File: config.mk
export PLATFORM = sky130hd
export DESIGN_NAME = mod_n_updown_counter
export DESIGN_NICKNAME = d
export VERILOG_FILES = /design/src/rtl/mod_n_updown_counter.sv
export SDC_FILE = /design/constraint.sdc
export NUM_CORES = 1
export LEC_CHECK = 0
export CAP_MARGIN = 25
export CORE_UTILIZATION = 50
export CTS_CLUSTER_DIAMETER = 60
export CTS_CLUSTER_SIZE = 12
export DETAILED_ROUTE_END_ITERATION = 6
export GPL_ROUTABILITY_DRIVEN = 0
export PLACE_DENSITY_LB_ADDON = 0.2
export SLEW_MARGIN = 20
export SYNTH_ARGS = -nofsm -noshare
export SYNTH_HDL_FRONTEND = slang
export SYNTH_SLANG_ARGS = --single-unit
File: constraint.sdc
create_clock -name clk -period 4.25 [get_ports clk]
set_clock_uncertainty 0.05 [all_clocks]
set_input_delay 1.0625 -clock clk [delete_from_list [all_inputs] [get_ports clk]]
set_output_delay 1.0625 -clock clk [all_outputs]
set_load 0.01 [all_outputs]
File: src/rtl/mod_n_updown_counter.sv
// WIDTH-bit modulo counter with runtime-programmable modulus, up/down count,
// parallel load, one-shot halt mode and a combinational cascade terminal count.
module mod_n_updown_counter #(
  parameter int WIDTH = 3,
  parameter int N     = 3
) (
  input  logic             clk,
  input  logic             clr,
  input  logic             en,
  input  logic             up,
  input  logic             load,
  input  logic [WIDTH-1:0] load_val,
  input  logic             set_mod,
  input  logic [WIDTH:0]   mod_in,
  input  logic             one_shot,
  output logic [WIDTH-1:0] Q,
  output logic             tc,
  output logic             done,
  output logic             err
);

  localparam logic [WIDTH:0]   RESET_MOD = (WIDTH+1)'(N);
  localparam logic [WIDTH:0]   MAX_MOD   = (WIDTH+1)'(1) << WIDTH;
  localparam logic [WIDTH:0]   ONE_EXT   = (WIDTH+1)'(1);
  localparam logic [WIDTH-1:0] ONE       = WIDTH'(1);
  localparam logic [WIDTH-1:0] ZERO      = '0;

  logic [WIDTH:0] mod_reg;
  logic [WIDTH:0] mod_m1;
  logic [WIDTH:0] q_ext;
  logic           at_term;
  logic           mod_ok;
  logic           load_ok;

  // Terminal compare is done one bit wider so a modulus of 2**WIDTH fits.
  assign mod_m1  = mod_reg - ONE_EXT;
  assign q_ext   = {1'b0, Q};
  assign at_term = up ? (q_ext == mod_m1) : (Q == ZERO);
  assign tc      = en & ~done & at_term;
  assign mod_ok  = (mod_in != '0) && (mod_in <= MAX_MOD);
  assign load_ok = ({1'b0, load_val} < mod_reg);

  always_ff @(posedge clk) begin
    if (clr) begin
      Q       <= ZERO;
      mod_reg <= RESET_MOD;
      done    <= 1'b0;
      err     <= 1'b0;
    end else begin
      err <= 1'b0;
      if (set_mod) begin
        // A rejected modulus also swallows any load requested alongside it.
        if (mod_ok) begin
          mod_reg <= mod_in;
          Q       <= ZERO;
          done    <= 1'b0;
        end else begin
          err <= 1'b1;
        end
      end else if (load) begin
        if (load_ok) begin
          Q    <= load_val;
          done <= 1'b0;
        end else begin
          err <= 1'b1;
        end
      end else if (en && !done) begin
        if (at_term) begin
          if (one_shot) begin
            done <= 1'b1;
          end else begin
            Q <= up ? ZERO : mod_m1[WIDTH-1:0];
          end
        end else begin
          Q <= up ? (Q + ONE) : (Q - ONE);
        end
      end
    end
  end

endmodule

==> results of run 1 <==
-- layout make-up --
type	instances	area (sq um)	share of cell area [%]
Clock buffer	4	26.3	2.73
Tap cell	15	18.8	1.95
Inverter	9	33.8	3.51
Timing Repair Buffer	20	198	20.5
Sequential cell	9	180	18.7
Multi-Input combinational cell	69	507	52.6
-- final timing paths --
check | slack [ns] | cells past startpoint | endpoint
min reg2reg | 0.42 | 2 | mod_reg[3]
max | 0.18 | 6 | tc
max reg2reg | 1.82 | 8 | Q[2]
min | 0.42 | 2 | mod_reg[3]
-- power breakdown --
group	internal (W)	total (W)	switching [W]	leakage, nW
clock network	0.0000363	0.0000702	0.0000338	0.0150
logic	0.0000449	0.0000872	0.0000423	0.303
registers	0.0000896	0.0000957	0.00000619	0.0736
total	0.000171	0.000253	0.0000823	0.392
-- tightest hold or removal path: stages (launching register included) --
cell     delay [ns]
dfxtp_1        0.31
o21ai_0        0.06
a21oi_1        0.06
-- Yosys cell counts (2+ instances only) --
library cell | number | share of area (%)
nor3_1 | 3 | 2.1
xnor2_1 | 2 | 2.4
dfxtp_1 | 9 | 25
a21oi_1 | 2 | 1.4
nand2b_1 | 4 | 3.4
or3_2 | 2 | 2.1
inv_1 | 9 | 4.6
o21ai_0 | 4 | 2.7
clkbuf_1 | 2 | 1.0
o32ai_1 | 3 | 3.6
nor2_1 | 10 | 5.2
nor3_2 | 2 | 2.7
a31oi_1 | 2 | 1.7
o21bai_1 | 2 | 2.1
ha_1 | 3 | 5.2
xor2_1 | 3 | 3.6
mux2i_1 | 3 | 4.1
nand2_1 | 4 | 2.1
-- cells by family (layout without fill, tap and decap cells) --
group,count (synthesis),count (layout)
AOI/OAI and AO/OA,24,24
xor gates and xnor gates,6,6
adders and majority gates,4,4
buffers and inverters,11,33
DFF,9,9
muxes,3,3
and+or+nand+nor,32,32
-- through the flow --
stage | utilization (%) | power, W | worst slack (ns) | instances
final | 72.2 | 0.000253 | 0.185 | 126
after global routing | 72.2 | 0.000271 | 0.0572 | 126
after CTS | 72.2 | 0.000253 | 0.202 | 126
after detailed placement | 70.3 | 0.000184 | 0.210 | 122
after global placement | 70.3 | 0.000182 | 0.283 | 122
after floorplan | - | 0.000149 | 1.15 | 89
-- metal layers --
layer  part of all wire, %  vias up  GRT usage, %  wire, um
met5                     0        -             0         0
met4                  0.70        0          12.9        12
met3                   4.6        2          5.00        78
met2                    49       23          46.0       843
met1                    45      329          28.3       775
li1                      -      373             -         -
==> results_dict.tcl, run 1 <==
set metrics [dict create \
    cts_setup_buffers 0 \
    drv_cap 0 \
    core_area_sq_mm 0.00133 \
    vdd_drop_max_mv 0.153 \
    drive_gt1_share_pct 9.91 \
    synthAdderAreaFrac_pct 7.90 \
    fillers 121 \
    antenna_cells 0 \
    avgSynthCellArea_sq_um 8.18 \
    via_per_inst 5.77 \
    wirelength_um 1710 \
    cp_slowest_cell "clkdlybuf4s50_1" \
    timing.final.max_slew_violations 0 \
    async_flop_share_pct 0 \
    synth-compound-area-share_pct 25.3 \
    synth_top_family_by_area "compound AO/OA/AOI/OAI gates" \
    worstSetupPathType "in2out" \
    antenna_found_initial 0 \
    clock_path_buffers 2 \
    syn_nets 107 \
    critPathBufInv 2 \
    final_cell_mix "clkdlybuf4s50_1 (19), nor2_1 (10), dfxtp_1 (9), inv_1 (9)" \
    dieWidth_um 40.2 \
    worstMarginPinSlew_ns 0.673 \
    grt_use_total_pct 25.7 \
    startpoint "up" \
    rsz0062_at_grt "false" \
    hold_violations 0 \
    area_delta_synth_final_pct 32.3 \
    grt-ovfl-total 0 \
    setup_viol 0 \
    rows 13 \
    place_hpwl_um 1320 \
    grt_pass1_wl_um 2660 \
    yosysSeqAreaShare_pct 24.7 \
    clk-insertion-delay-late_ns 0.27 \
    h-tree-depth 1 \
    status "complete, no violations" \
    path_cells "clkdlybuf4s50_1, nand3_1, nor3_2, nor2_1, nor2_1, clkdlybuf4s50_1" \
    largest_reg_flops 4 \
    power_leakage_nw 0.392 \
    ys_warn_count 0 \
    min_path_type "reg2reg" \
    wl_per_cell_um 13.6 \
    place_area_sq_um 937 \
    finalCritPeriodShare_pct 95.6 \
    drt_iter0_drc 11 \
    die_y_um 40.2 \
    cts_hold_buffers 0 \
    cp_max_fo 6 \
    drc 0 \
    grt_pass1_vias 650 \
    cts_buffers 3 \
    dieArea_sq_mm 0.00161 \
    synthCells 89 \
    ant_nets 0 \
    critical_path_arrival_ns 2.95 \
    finalCriticalPeriod_ns 4.07 \
    cpPeakStageDelay_ns 0.59 \
    hold-worst-slack_ns 0.425 \
    synthFlopType "dfxtp_1" \
    design_area_sq_um 963 \
    hp-start "mod_reg[3]" \
    layout_commonest_cell "clkdlybuf4s50_1" \
    initial_core_util_pct 54.6 \
    cts.clk_slew.worst_paths_ns 0.07 \
    ios 20 \
    clock.fmax_ghz 0.246 \
    p_per_area_mw_per_mm2 263 \
    critPathTopFamily "buffers and inverters" \
    portBuffers 19 \
    synth-simple-area-share_pct 24.1 \
    start_kind "input pin" \
    synth_cell_type_count 38 \
    timing.rr.start "mod_reg[0]" \
    num-nets-final 130 \
    muxShareOfSynthArea_pct 4.12 \
    tns_ns 0 \
    slew_headroom_pct 54.7 \
    tritoncts "done" \
    synth-seq-cells 9 \
    drt_pass1_iterations 4 \
    yosys.area_share.xor_xnor_pct 8.25 \
    netlist_area_sq_um 728 \
    grt_max_degree 12 \
    post_cts_resized 0 \
    vias 727 \
    end_kind "primary output" \
    required_ns 3.14 \
    cts_num_sinks 9 \
    root_buffer "clkbuf_4" \
    synth_edf_count 0 \
]
Note: power is estimated with default switching activity, not from simulation.
==> inputs of run 2 (changes only) <==
- SKIP_LAST_GASP: unset -> 1
==> results of run 2 <==
The final DEF is identical to that of run 1; final timing and power are the same.
